==> src/rtl/chart_scheduler_pkg.sv <==
// Shared definitions for the chart playback scheduler.
// Entry layout is {end, lanes[LANES-1:0], time[TIME_W-1:0]}; helpers locate fields for any TIME_W.
// Scheduler states are shared so tooling and sub-blocks agree on the encoding.
package chart_scheduler_pkg;

    localparam int LANES    = 4;
    localparam int TIME_LSB = 0;

    typedef enum logic [2:0] {
        IDLE,
        FETCH,
        WAIT,
        HOLD,
        DONE
    } sched_state_t;

    // Lane mask sits directly above the timestamp.
    function automatic int lane_lsb(input int time_w);
        return TIME_LSB + time_w;
    endfunction

    // End-of-chart flag is the top bit of an entry.
    function automatic int end_bit(input int time_w);
        return TIME_LSB + time_w + LANES;
    endfunction

endpackage

==> src/rtl/chart_scheduler_song_timer.sv <==
// Song clock: saturating tick counter with synchronous clear.
// Latency: count visible the cycle after an accepted increment.
// Backpressure: none; increments are dropped while inc_i is low or at all-ones.
module chart_scheduler_song_timer #(
    parameter int TIME_W = 24
) (
    input  logic              clk_i,
    input  logic              rst_ni,
    input  logic              clear_i,
    input  logic              inc_i,
    output logic [TIME_W-1:0] time_o
);

    logic [TIME_W-1:0] time_q, time_d;

    // Clear wins over increment; the counter sticks at all-ones instead of wrapping.
    always_comb begin
        time_d = time_q;
        if (clear_i) begin
            time_d = '0;
        end else if (inc_i && (time_q != '1)) begin
            time_d = time_q + 1'b1;
        end
    end

    // Song time register.
    always_ff @(posedge clk_i or negedge rst_ni) begin
        if (!rst_ni) begin
            time_q <= '0;
        end else begin
            time_q <= time_d;
        end
    end

    assign time_o = time_q;

endmodule

==> src/rtl/chart_scheduler.sv <==
// Chart playback: walks chart ROM and emits per-lane spawn pulses LEAD ticks before each hit time.
// Latency: spawn combinational in HOLD; next ROM fetch the following cycle; ROM_LAT+2 cycles per entry.
// Backpressure: pause freezes song time and holds the pending entry; start restarts from address 0.
module chart_scheduler
    import chart_scheduler_pkg::*;
#(
    parameter int ADDR_W  = 11,
    parameter int TIME_W  = 24,
    parameter int LEAD    = 480,
    parameter int ROM_LAT = 1
) (
    input  logic                      clk_i,
    input  logic                      rst_ni,
    input  logic                      start_i,
    input  logic                      pause_i,
    input  logic                      tick_i,
    input  logic [TIME_W+LANES:0]     rom_data_i,
    output logic                      rd_en_o,
    output logic [ADDR_W-1:0]         read_addr_o,
    output logic [LANES-1:0]          spawn_o,
    output logic [TIME_W-1:0]         song_time_o,
    output logic [15:0]               note_cnt_o,
    output logic                      busy_o,
    output logic                      done_o
);

    localparam int                END_BIT  = end_bit(TIME_W);
    localparam int                LANE_LSB = lane_lsb(TIME_W);
    localparam logic [1:0]        LAT_LAST = 2'(ROM_LAT - 1);
    localparam logic [ADDR_W-1:0] ADDR_MAX = '1;
    localparam logic [TIME_W:0]   LEAD_EXT = (TIME_W + 1)'(LEAD);

    sched_state_t       state_q, state_d;
    logic [ADDR_W-1:0]  addr_q, addr_d;
    logic [15:0]        cnt_q, cnt_d;
    logic [1:0]         lat_q, lat_d;
    logic               ent_end_q, ent_end_d;
    logic [LANES-1:0]   ent_lanes_q, ent_lanes_d;
    logic [TIME_W-1:0]  ent_time_q, ent_time_d;
    logic               due;

    // Extra top bit so song_time+LEAD near saturation never wraps past the entry time.
    assign due = ({1'b0, ent_time_q} <= ({1'b0, song_time_o} + LEAD_EXT));

    // Next-state, datapath updates and spawn pulse; start overrides everything else.
    always_comb begin
        state_d     = state_q;
        addr_d      = addr_q;
        cnt_d       = cnt_q;
        lat_d       = lat_q;
        ent_end_d   = ent_end_q;
        ent_lanes_d = ent_lanes_q;
        ent_time_d  = ent_time_q;
        spawn_o     = '0;
        if (start_i) begin
            state_d = FETCH;
            addr_d  = '0;
            cnt_d   = '0;
            lat_d   = '0;
        end else begin
            case (state_q)
                FETCH: begin
                    lat_d   = '0;
                    state_d = WAIT;
                end
                WAIT: begin
                    if (lat_q == LAT_LAST) begin
                        ent_end_d   = rom_data_i[END_BIT];
                        ent_lanes_d = rom_data_i[LANE_LSB +: LANES];
                        ent_time_d  = rom_data_i[TIME_LSB +: TIME_W];
                        state_d     = HOLD;
                    end else begin
                        lat_d = lat_q + 2'd1;
                    end
                end
                HOLD: begin
                    if (ent_end_q) begin
                        state_d = DONE;
                    end else if (due && !pause_i) begin
                        spawn_o = ent_lanes_q;
                        if ((ent_lanes_q != '0) && (cnt_q != 16'hFFFF)) begin
                            cnt_d = cnt_q + 16'd1;
                        end
                        // Last ROM slot consumed: finish without wrapping the address.
                        if (addr_q == ADDR_MAX) begin
                            state_d = DONE;
                        end else begin
                            addr_d  = addr_q + 1'b1;
                            state_d = FETCH;
                        end
                    end
                end
                default: ;
            endcase
        end
    end

    // Control and entry registers.
    always_ff @(posedge clk_i or negedge rst_ni) begin
        if (!rst_ni) begin
            state_q     <= IDLE;
            addr_q      <= '0;
            cnt_q       <= '0;
            lat_q       <= '0;
            ent_end_q   <= 1'b0;
            ent_lanes_q <= '0;
            ent_time_q  <= '0;
        end else begin
            state_q     <= state_d;
            addr_q      <= addr_d;
            cnt_q       <= cnt_d;
            lat_q       <= lat_d;
            ent_end_q   <= ent_end_d;
            ent_lanes_q <= ent_lanes_d;
            ent_time_q  <= ent_time_d;
        end
    end

    assign rd_en_o     = (state_q == FETCH);
    assign busy_o      = (state_q == FETCH) || (state_q == WAIT) || (state_q == HOLD);
    assign done_o      = (state_q == DONE);
    assign read_addr_o = addr_q;
    assign note_cnt_o  = cnt_q;

    chart_scheduler_song_timer #(
        .TIME_W (TIME_W)
    ) u_song_timer (
        .clk_i   (clk_i),
        .rst_ni  (rst_ni),
        .clear_i (start_i),
        .inc_i   (tick_i && busy_o && !pause_i),
        .time_o  (song_time_o)
    );

endmodule

==> config.mk <==
export PLATFORM = sky130hd
export DESIGN_NAME = chart_scheduler
export DESIGN_NICKNAME = d
export VERILOG_FILES = /design/src/rtl/chart_scheduler_pkg.sv /design/src/rtl/chart_scheduler_song_timer.sv /design/src/rtl/chart_scheduler.sv
export SDC_FILE = /design/constraint.sdc
export NUM_CORES = 1
export LEC_CHECK = 0
export CAP_MARGIN = 40
export CORE_MARGIN = 2
export CORE_UTILIZATION = 55
export CTS_CLUSTER_DIAMETER = 150
export CTS_CLUSTER_SIZE = 14
export DETAILED_ROUTE_END_ITERATION = 7
export PLACE_DENSITY = 0.82
export SYNTH_ARGS = -nofsm -noshare
export SYNTH_HDL_FRONTEND = slang
export SYNTH_HIERARCHICAL = 1
export SYNTH_SLANG_ARGS = --single-unit
==> constraint.sdc <==
create_clock -name clk_i -period 11.16 [get_ports clk_i]
set_clock_uncertainty 0.15 [all_clocks]
set_input_delay 2.232 -clock clk_i [delete_from_list [all_inputs] [get_ports clk_i]]
set_output_delay 2.232 -clock clk_i [all_outputs]
set_load 0.005 [all_outputs]
==> metrics.sh <==
REG2REG_SETUP_SLACK_NS=6.81
CLK_LATENCY_NS=0.37
CRITPATHARRIVALTIME_NS=4.81
CTS_HTREE_LEVELS=3
FIN_NETS=693
COMMONEST_NON_FILL_NON_TAP_CELL_IN_THE_LAYOUT='sky130_fd_sc_hd__clkdlybuf4s50_1'
DPL.HPWL_UM=9090
WORST_SETUP_HOLD_PATH_CLK_SLEW_NS=0.08
DESIGN.CORE.AREA_SQ_UM=9640
GRT_START_MAX_NET_PINS=81
HOLD_BUFFERS=0
LAYOUT.CELLS.MOST_COMMON_LIST='sky130_fd_sc_hd__clkdlybuf4s50_1, sky130_fd_sc_hd__dfrtp_1, sky130_fd_sc_hd__nor2_1, sky130_fd_sc_hd__mux2_2, sky130_fd_sc_hd__nand2_1'
NUMBER_OF_GLOBAL_ROUTE_VIAS_BEFORE_REPAIR=4454
WORST_SETUP_PATH_END_KIND='output port'
YOSYS_REGISTER_BITS=85
NUMBER_OF_ANTENNA_VIOLATIONS_AT_THE_FIRST_CHECK_IN_GLOBAL_ROUTING=1
ANTENNA_DIODES=0
DRT_PRE_ANTENNA_ITERS=4
GR-MAX-USAGE-LAYER='met2'
LAYOUT-DRIVE-GT1-SHARE_PCT=14.0
ROWS=36
POST_DP_CELL_AREA_SQ_UM=6400
POWERDENSITY_nW_PER_UM2=135
PLEAK_nW=2.55
CTS-BUFFERS-INSERTED=9
LAYOUT.CORE_UTILIZATION_PCT=68.4
WORST_HOLD_PATH_TYPE='flip-flop to flip-flop'
GRTUSAGEMET2_PCT=41.5
CLK_PATH_BUF_DEPTH=2
FINAL_CRITICAL_PATH_SETUP_SLACK_NS=3.97
WL_UM=12700
ROUTE.DETAILED.WL_PER_INST_UM=16.6
MOST_USED_FLIP_FLOP_CELL_AFTER_SYNTHESIS='sky130_fd_sc_hd__dfrtp_1'
GRT_REMAINING_OVERFLOW=0
NORMALIZED_MAX_SLEW_MARGIN_PCT=36.6
MAX_FREQ_GHz=0.139
FIN_AREA_SQ_UM=6590
RUN_STATUS='finished, final reports clean'
DP_WORST_SETUP_SLACK_NS=3.99
FINAL-INSTANCE-COUNT-EXCL-FILL=767
PLACED_CELLS=752
PLACE_CONGESTION=0.874
ROUTE.DETAILED.VIAS_PER_INST=5.94
UNREPAIRED_SETUP_ENDPOINTS_AFTER_GLOBAL_ROUTING='no'
GRT_FIRST_PASS_WIRELENGTH_UM=20800
IO-PIN-COUNT=92
SYNTHTOPCELLSBYAREA='sky130_fd_sc_hd__dfrtp_1, sky130_fd_sc_hd__mux2_2, sky130_fd_sc_hd__ha_1'
HIGHEST_FANOUT_SEEN_ON_THE_CRITICAL_PATH=23
REPORT.FINAL.SETUP_VIOL=0
ROUTE.DETAILED.DRC=0
FINAL.MIN_CLOCK_PERIOD_NS=7.19
CTS_RESIZED=0
ASYNCSETRESETFLOPFRACSYNTH_PCT=100
DIE_WIDTH_UM=103
IO_BUFFER_COUNT=91
COUNT_OF_SYNTHESIS_STAGE_WARNINGS_FROM_YOSYS=6
SETUP-TNS-FINAL_NS=0
SYNTH.LIB_CELLS_USED.DISTINCT=64
GRT.MET1_USAGE_PCT=32.4
PATH_CLASS='primary input to output port'
MAXIMUM_VDD_DROP_mV=0.0643
FIRST_ITER_VIOLATIONS=163
INITIAL_CORE_UTIL_PCT=56.1
CRIT_PATH_START_KIND='primary input'
DIE_H_UM=103
WORST_SLEW_PIN_SLEW_NS=0.951
SYNTH_ENABLE_FLOP_CELLS=0
SYNTH_CELLS=545
CP_DATA_REQUIRED_TIME_NS=8.78
AREA_GROWTH_FROM_SYNTHESIS_TO_LAYOUT_PCT=21.9
SHARE_OF_THE_YOSYS_CHIP_AREA_BELONGING_TO_REGISTERS_PCT=39.3
GRT.MET3_USAGE_PCT=5.44
SYN_AREA_PER_CELL_SQ_UM=9.92
REPORT.FINAL.HOLD_VIOL_COUNT=0
POST-SYNTH-TOP-AREA-FRACTION_PCT=39.3
ROUTE.VIAS.TOTAL=4555
POST_SYNTH_INSTANCE_AREA_SQ_UM=5410
POST_CTS.REPAIR.SETUP_BUFFERS=0
TRITONCTS='yes'
MAX-CAP-VIOLATIONS=0
CTS.ROOT.BUFFER_CELL='sky130_fd_sc_hd__clkbuf_8'
CTS_NUM_SINKS=85
TIMING.FINAL.MAX_SLEW_VIOLATIONS=0
GRTUSAGETOTAL_PCT=25.0
YOSYS.AREA.TOP_TYPE='sky130_fd_sc_hd__dfrtp_1'
SYN-NUM-NETS=608
DIE_AREA_SQ_UM=10600
TCRIT_TCLK_FINAL_PCT=64.4
ROUTE.ANTENNA.REMAINING_NETS=0
-- power breakdown --
part | switching, mW | internal, mW
sequential | 0.0443 | 0.364
combinational | 0.125 | 0.131
clock | 0.116 | 0.109
-- state kept, by name (all words and copies together) (netlist names) --
name                 cells
ent_time_q              24
u_song_timer/time_o     24
note_cnt_o              16
read_addr_o             11
ent_lanes_q              4
state_q                  3
lat_q                    2
ent_end_q                1
-- critical path: stages --
cell and delay, ns:
sky130_fd_sc_hd__clkdlybuf4s50_1 0.51, sky130_fd_sc_hd__a211oi_1 0.26, sky130_fd_sc_hd__and3_1 0.19, sky130_fd_sc_hd__o21ai_0 0.21
sky130_fd_sc_hd__a211oi_4 0.31, sky130_fd_sc_hd__o21ai_2 0.07, sky130_fd_sc_hd__buf_4 0.23, sky130_fd_sc_hd__nor3b_1 0.24
sky130_fd_sc_hd__clkdlybuf4s50_1 0.53
-- metrics by stage --
stage	total power, mW	hold slack (ns)
final	0.890	0.372
after global routing	0.949	0.393
after CTS	0.895	0.372
after floorplan	0.586	0.335
after detailed placement	0.670	0.353
after global placement	0.649	0.349
-- synth_stat cells, types with 12 or more instances --
master and number:
sky130_fd_sc_hd__nand4_1 18, sky130_fd_sc_hd__nand2_1 34, sky130_fd_sc_hd__a21oi_1 29, sky130_fd_sc_hd__nor2_1 50, sky130_fd_sc_hd__nor2b_1 21, sky130_fd_sc_hd__o21ai_0 21, sky130_fd_sc_hd__mux2_2 39, sky130_fd_sc_hd__xnor2_1 12
sky130_fd_sc_hd__ha_1 29, sky130_fd_sc_hd__inv_1 14, sky130_fd_sc_hd__nand3_1 25, sky130_fd_sc_hd__dfrtp_1 85
-- final timing paths --
| path | to | from | cells past startpoint |
|---|---|---|---|
| setup / recovery | spawn_o[1] | pause_i | 9 |
| hold / removal | ent_time_q[10] | ent_time_q[10] | 1 |
| setup reg to reg | note_cnt_o[10] | u_song_timer/time_o[5] | 16 |
| hold reg to reg | ent_time_q[10] | ent_time_q[10] | 1 |
| max in group asynchronous | read_addr_o[10] | rst_ni | 2 |
| min in group asynchronous | read_addr_o[7] | rst_ni | 1 |
-- layout make-up --
class	count	area [sq um]
Clock inverter	5	60.1
Multi-Input combinational cell	424	3110
Fill cell	748	3050
Inverter	14	52.6
Clock buffer	10	138
Sequential cell	85	2130
Tap cell	133	166
Timing Repair Buffer	96	945
-- kinds of logic (layout without fill, tap and decap cells) --
logic type               Yosys count  in the layout  synth area share, %
adder cells (fa/ha/maj)           29             29                 6.71
multiplexers                      48             48                 10.1
AND/OR/NAND/NOR                  239            239                 26.1
XOR/XNOR                          22             22                 3.56
buffers and inverters             36            125                 3.31
flip-flops                        85             85                 39.3
AO/OA/AOI/OAI                     86             86                 10.9
-- metal layers --
metal	wire length [um]	vias up	part of all wire (%)
li1	-	2172	-
met1	5480	2240	43
met2	6340	123	50
met3	676	20	5.3
met4	221	0	1.7
met5	0	-	0
Note: power is estimated with default switching activity, not from simulation.
